## src/rtl/command_reader_pkg.sv

```systemverilog
// Shared constants for the command-reader control FSM and its datapath:
// opcodes, datapath select codes, FSM state encoding and the opcode decoder.
package command_reader_pkg;

    // Opcode field patterns, matched against the top bits of Command
    localparam logic [7:0] OPC_PING     = 8'h00;
    localparam logic [3:0] OPC_SET_FREQ = 4'b0010;
    localparam logic [3:0] OPC_ARM      = 4'b0011;
    localparam logic [4:0] OPC_READ_MAX = 5'b00010;

    localparam logic [1:0] WSEL_HOLD  = 2'b00;
    localparam logic [1:0] WSEL_MAX   = 2'b01;
    localparam logic [1:0] WSEL_TRUE  = 2'b10;
    localparam logic [1:0] WSEL_FALSE = 2'b11;

    localparam logic [1:0] TSEL_CLEAR = 2'b00;
    localparam logic [1:0] TSEL_COUNT = 2'b01;

    typedef enum logic [2:0] {
        OP_SET_THR,
        OP_SET_FREQ,
        OP_READ_MAX,
        OP_ARM,
        OP_PING,
        OP_UNDEF
    } op_t;

    typedef enum logic [3:0] {
        ST_IDLE,
        ST_DECODE,
        ST_SET,
        ST_MAX_WAIT,
        ST_LOAD,
        ST_TMR_CLEAR,
        ST_ARMED,
        ST_SEND,
        ST_TX_GAP
    } state_t;

    function automatic op_t decode_op(input logic [7:0] cmd);
        op_t op;
        if (cmd[7])                         op = OP_SET_THR;
        else if (cmd[7:4] == OPC_SET_FREQ)  op = OP_SET_FREQ;
        else if (cmd[7:4] == OPC_ARM)       op = OP_ARM;
        else if (cmd[7:3] == OPC_READ_MAX)  op = OP_READ_MAX;
        else if (cmd == OPC_PING)           op = OP_PING;
        else                                op = OP_UNDEF;
        return op;
    endfunction

endpackage

```

## src/rtl/command_reader_control.sv

```systemverilog
// Control FSM for the command reader: accepts UART command bytes, drives the
// datapath selects, sequences the arm/timeout handshake and issues one reply.
module command_reader_control
    import command_reader_pkg::*;
#(
    parameter int CLEAR_CYCLES = 96,
    parameter int BLANK_CYCLES = 96,
    parameter int CNT_W        = 8
) (
    input  logic       clk,
    input  logic       reset_b,
    input  logic       Rx_Valid,
    input  logic [7:0] Rx_Data,
    input  logic       Trigger,
    input  logic       Timeout,
    input  logic       Tx_Ready,
    output logic [7:0] Command_Q,
    output logic [1:0] Word_To_Send_sel,
    output logic [1:0] Timer_sel,
    output logic       Set_Frequency_sel,
    output logic       Set_Threshold_sel,
    output logic       Tx_Start,
    output logic       Busy,
    output logic       Overrun
);

    state_t           r_state;
    logic [CNT_W-1:0] r_cnt;
    logic             r_tx_start;

    state_t           w_next;
    logic [CNT_W-1:0] w_cnt_next;
    logic [1:0]       w_reply;
    logic             w_tx_start_next;
    op_t              w_op;

    assign w_op = decode_op(Command_Q);

    // Outputs are registered from the next-state decode, so each output
    // reflects the state the FSM occupies in that same cycle.
    always_comb begin
        w_next          = r_state;
        w_cnt_next      = r_cnt;
        w_reply         = WSEL_FALSE;
        w_tx_start_next = 1'b0;
        case (r_state)
            ST_IDLE: begin
                if (Rx_Valid) w_next = ST_DECODE;
            end
            ST_DECODE: begin
                case (w_op)
                    OP_SET_THR, OP_SET_FREQ: w_next = ST_SET;
                    OP_READ_MAX:             w_next = ST_MAX_WAIT;
                    OP_ARM: begin
                        w_next     = ST_TMR_CLEAR;
                        w_cnt_next = CNT_W'(CLEAR_CYCLES - 1);
                    end
                    OP_PING: begin
                        w_next  = ST_LOAD;
                        w_reply = WSEL_TRUE;
                    end
                    default: begin
                        w_next  = ST_LOAD;
                        w_reply = WSEL_FALSE;
                    end
                endcase
            end
            ST_SET: begin
                w_next  = ST_LOAD;
                w_reply = WSEL_TRUE;
            end
            // Extra cycle lets the channel mux settle before Max_Value is loaded
            ST_MAX_WAIT: begin
                w_next  = ST_LOAD;
                w_reply = WSEL_MAX;
            end
            ST_LOAD: w_next = ST_SEND;
            ST_TMR_CLEAR: begin
                if (r_cnt == '0) begin
                    w_next     = ST_ARMED;
                    w_cnt_next = CNT_W'(BLANK_CYCLES - 1);
                end else begin
                    w_cnt_next = r_cnt - 1'b1;
                end
            end
            ST_ARMED: begin
                if (Trigger) begin
                    w_next  = ST_LOAD;
                    w_reply = WSEL_TRUE;
                end else if (Timeout && r_cnt == '0) begin
                    w_next  = ST_LOAD;
                    w_reply = WSEL_FALSE;
                end else if (r_cnt != '0) begin
                    w_cnt_next = r_cnt - 1'b1;
                end
            end
            // Stay one extra cycle in SEND while the Tx_Start pulse is out
            ST_SEND: begin
                if (r_tx_start)    w_next = ST_TX_GAP;
                else if (Tx_Ready) w_tx_start_next = 1'b1;
            end
            ST_TX_GAP: w_next = ST_IDLE;
            default:   w_next = ST_IDLE;
        endcase
    end

    always_ff @(posedge clk or negedge reset_b) begin
        if (!reset_b) begin
            r_state           <= ST_IDLE;
            r_cnt             <= '0;
            r_tx_start        <= 1'b0;
            Command_Q         <= 8'h00;
            Word_To_Send_sel  <= WSEL_HOLD;
            Timer_sel         <= TSEL_CLEAR;
            Set_Frequency_sel <= 1'b0;
            Set_Threshold_sel <= 1'b0;
            Busy              <= 1'b0;
            Overrun           <= 1'b0;
        end else begin
            r_state           <= w_next;
            r_cnt             <= w_cnt_next;
            r_tx_start        <= w_tx_start_next;
            if (r_state == ST_IDLE && Rx_Valid) Command_Q <= Rx_Data;
            Word_To_Send_sel  <= (w_next == ST_LOAD) ? w_reply : WSEL_HOLD;
            Timer_sel         <= (w_next == ST_ARMED) ? TSEL_COUNT : TSEL_CLEAR;
            Set_Threshold_sel <= (w_next == ST_SET) && (w_op == OP_SET_THR);
            Set_Frequency_sel <= (w_next == ST_SET) && (w_op == OP_SET_FREQ);
            Busy              <= (w_next != ST_IDLE);
            Overrun           <= Rx_Valid && (r_state != ST_IDLE);
        end
    end

    assign Tx_Start = r_tx_start;

endmodule

```

## config.mk

```make
export PLATFORM = sky130hd
export DESIGN_NAME = command_reader_control
export DESIGN_NICKNAME = d
export VERILOG_FILES = /design/src/rtl/command_reader_pkg.sv /design/src/rtl/command_reader_control.sv
export SDC_FILE = /design/constraint.sdc
export NUM_CORES = 1
export LEC_CHECK = 0
export CORE_ASPECT_RATIO = 1.5
export CORE_MARGIN = 8
export CORE_UTILIZATION = 45
export CTS_CLUSTER_SIZE = 16
export DETAILED_ROUTE_END_ITERATION = 8
export GPL_ROUTABILITY_DRIVEN = 0
export GPL_TIMING_DRIVEN = 0
export PLACE_DENSITY = 0.72
export REMOVE_ABC_BUFFERS = 1
export SLEW_MARGIN = 20
export SYNTH_ARGS = -nofsm -noshare
export SYNTH_HDL_FRONTEND = slang
export SYNTH_SLANG_ARGS = --single-unit
export TNS_END_PERCENT = 100
```

## constraint.sdc

```tcl
create_clock -name clk -period 3.7 [get_ports clk]
set_input_delay 0.37 -clock clk [delete_from_list [all_inputs] [get_ports clk]]
set_output_delay 0.37 -clock clk [all_outputs]
set_load 0.02 [all_outputs]
```

==> impl_metrics.csv <==
group,metric,value,unit
drt,drtAntennaViolNets,0,
logic_synthesis,netlist_area,1470,sq um
cts,insertion_delay,0.27,ns
power_and_ir_drop,final_power,1.39,mW
critical_path,critical_path_maximum_fanout,13,
power_and_ir_drop,power_switching,0.572,mW
logic_synthesis,yosysSeqAreaShare,0.478,
cells_and_area,n_antenna_cell,0,
floorplan,boundaryPins,31,
floorplan,floorplan.die.width,62.6,microns
cts,tritoncts_clock_tree,"built",
timing,setup_viol,0,
critical_path,critical_path_class,"flop to flop",
cts,root_buffer,"clkbuf_8",
drt,remaining_drc_errors,0,
logic_synthesis,ys_dominant_reg_cell,"dfrtp_1",
logic_synthesis,synth.top_cell.area_share,0.478,
cells_and_area,layout.filler_cells,289,
power_and_ir_drop,comb_power_share,0.487,
timing,max_freq,0.404,GHz
global_route,track_usage,0.120,
timing,slew_limit_headroom,0.474,
floorplan,placement_rows,25,
power_and_ir_drop,power.leakage,0.779,nW
floorplan,fp.dieH,85.9,microns
floorplan,design.core.area,3130,sq um
power_and_ir_drop,power.internal,0.821,mW
logic_synthesis,async_flop_share,1.00,
drt,route.detailed.vias_per_inst,5.67,
drt,routed_wirelength,3130,microns
power_and_ir_drop,power.ir.vdd_worst,0.429,mV
logic_synthesis,synth_warnings,0,
timing,clock_period_minus_final_worst_setup_slack,2.48,ns
cts,cts_num_sinks,28,
min_path,hold_path_class,"input port to async pin",
drt,dr_total_vias,1185,
place,hpwlAfterDp,2440,microns
cts,cts-buffers-inserted,3,
timing,post-route-period-util,0.669,
critical_path,worst_ep_required_time,3.86,ns
logic_synthesis,post_synth_edffs,0,
drt,drt_initial_violations,63,
power_and_ir_drop,clkPwrFrac,0.129,
global_route,grt_max_degree,29,
global_route,grt_first_pass_wirelength,5310,microns
power_and_ir_drop,power_density_cells,770,nW/um^2
logic_synthesis,cell_taking_the_most_area_after_synthesis,"dfrtp_1",
critical_path,worstPathArrival,2.63,ns
outcome,outcome,"finished, final reports clean",
place,buffer_ports.inserted,29,
timing,rsz_0062_raised_after_global_routing,"no",
logic_synthesis,synthesis.instances,142,
cts,cts_hold_repair.buffers,0,
timing,totalNegativeSetupSlack,0,ns
global_route,grt_remaining_overflow,0,
cts,post_cts_resize_count,0,
cts,post-cts-setup-buffer-count,0,
cells_and_area,drive_gt1_frac,0.142,
cts,ctsHtreeMaxLevel,1,
logic_synthesis,yosysUniqueCellTypes,48,
job,max_cap_viol_count,0,
cts,path_clk_slew,0.08,ns
timing,finalMaxSlewViolations,0,
logic_synthesis,synthesis.area_per_instance,10.3,sq um
drt,routedWlPerCell,15.0,microns
floorplan,die_area,5380,sq um
cells_and_area,layout-area-overhead-vs-synth,23.4,%
floorplan,initial_utilization,0.468,
timing,timing_worst_slew_pin_value,0.790,ns
cells_and_area,layout_common_cells,"dfrtp_1, clkdlybuf4s50_1, nor2_1, a21oi_1",
power_and_ir_drop,power_frac_seq,0.384,
cells_and_area,layout.nets,185,
logic_synthesis,synth.ff_latch_count,28,
power_and_ir_drop,p_sw_frac,0.411,
logic_synthesis,yosys-top-cells-area,"dfrtp_1, mux2_2, nor2_1",
drt,drt_pre_antenna_iters,4,
timing,timing.final.hold_violations,0,
timing,finClkSkew,0.00273,ns
critical_path,critical_path.endpoint_type,"flop",
critical_path,worst_setup_path_start_kind,"flop",
global_route,initial_antenna_violation_count,0,
global_route,number_of_global_route_vias_before_repair,1179,
cts,clock_path_buffers,2,
stage by stage:
stage,std cells,utilization,setup WS (ns),hold WS [ns],instance area [sq um]
2_1_floorplan,136,-,1.47,0.0744,1410
3_3_place_gp,205,0.560,1.18,0.503,1750
3_5_place_dp,205,0.560,1.24,0.417,1750
4_1_cts,209,0.578,1.20,0.121,1810
5_1_grt,209,0.578,1.10,0.142,1810
6_report,209,0.578,1.22,0.0967,1810
cell families (layout without fill, tap and decap cells):
logic type      after synthesis  count (layout)  synth area share
compound gates               32              32             0.149
fa+ha+maj                     1               1           0.00854
buf+inv                      14              41            0.0581
flops                        28              28             0.478
mux                           8               8            0.0615
other cells                   1               1           0.00256
simple gates                 58              58             0.242
power by group through the flow:
stage,logic [mW],registers (mW),clock network [mW]
global route,0.737,0.557,0.203
finish,0.678,0.535,0.180
global placement,0.662,0.533,0
detailed placement,0.678,0.539,0
floorplan,0.365,0.588,0
CTS,0.683,0.534,0.189
synth_stat cells (2+ instances only):
cell type / instances
a21oi_1: 11
a31oi_1: 3
and2b_2: 2
and3_1: 4
and4b_1: 2
clkbuf_8: 2
dfrtp_1: 28
inv_1: 8
mux2_2: 8
nand2_1: 5
nand2b_1: 5
nand3_1: 2
nand4_1: 2
nor2_1: 16
nor2b_1: 3
nor3_1: 2
nor4_1: 3
o21ai_0: 5
or3_1: 2
final timing paths:
| kind | from | to | slack [ns] | cells past startpoint |
|---|---|---|---|---|
| worst max-delay path | r_cnt[0] | r_cnt[7] | 1.22 | 7 |
| worst min-delay path | reset_b | r_cnt[2] | 0.1 | 1 |
| worst max register to register | r_cnt[0] | r_cnt[7] | 1.22 | 7 |
| worst min register to register | r_cnt[0] | r_cnt[0] | 0.53 | 1 |
| max in group asynchronous | reset_b | r_cnt[5] | 3.21 | 1 |
| min in group clk | r_cnt[0] | r_cnt[0] | 0.53 | 1 |
critical path, stage by stage (launching register included):
cell     delay, ns
dfrtp_1       0.42
inv_1         0.08
ha_1          0.22
or4b_4        0.52
nor4_4        0.29
o32ai_2       0.28
nor2b_1       0.26
a211o_1       0.28
flip-flops by register name (all words and copies together) (netlist names):
register / count
Tx_Start: 1
Word_To_Send_sel: 2
Overrun: 1
Busy: 1
r_cnt: 8
Set_Threshold_sel: 1
Command_Q: 8
Set_Frequency_sel: 1
Timer_sel: 1
r_state: 4
per-layer routing:
layer / wire length (microns) / track usage
met2: 1630 / 0.216
met1: 1210 / 0.122
met3: 244 / 0.0443
met5: 0 / 0
met4: 39 / 0.0438
cell type report:
class / count / area (sq um) / share of cell area
sequential: 28 / 701 / 0.388
timing repair buffer: 29 / 285 / 0.158
clock buffer: 4 / 55.1 / 0.0304
tap: 40 / 50.0 / 0.0277
inverter: 8 / 30.0 / 0.0166
multi-input combinational: 100 / 687 / 0.380
Power figures use the tool's default switching activity.
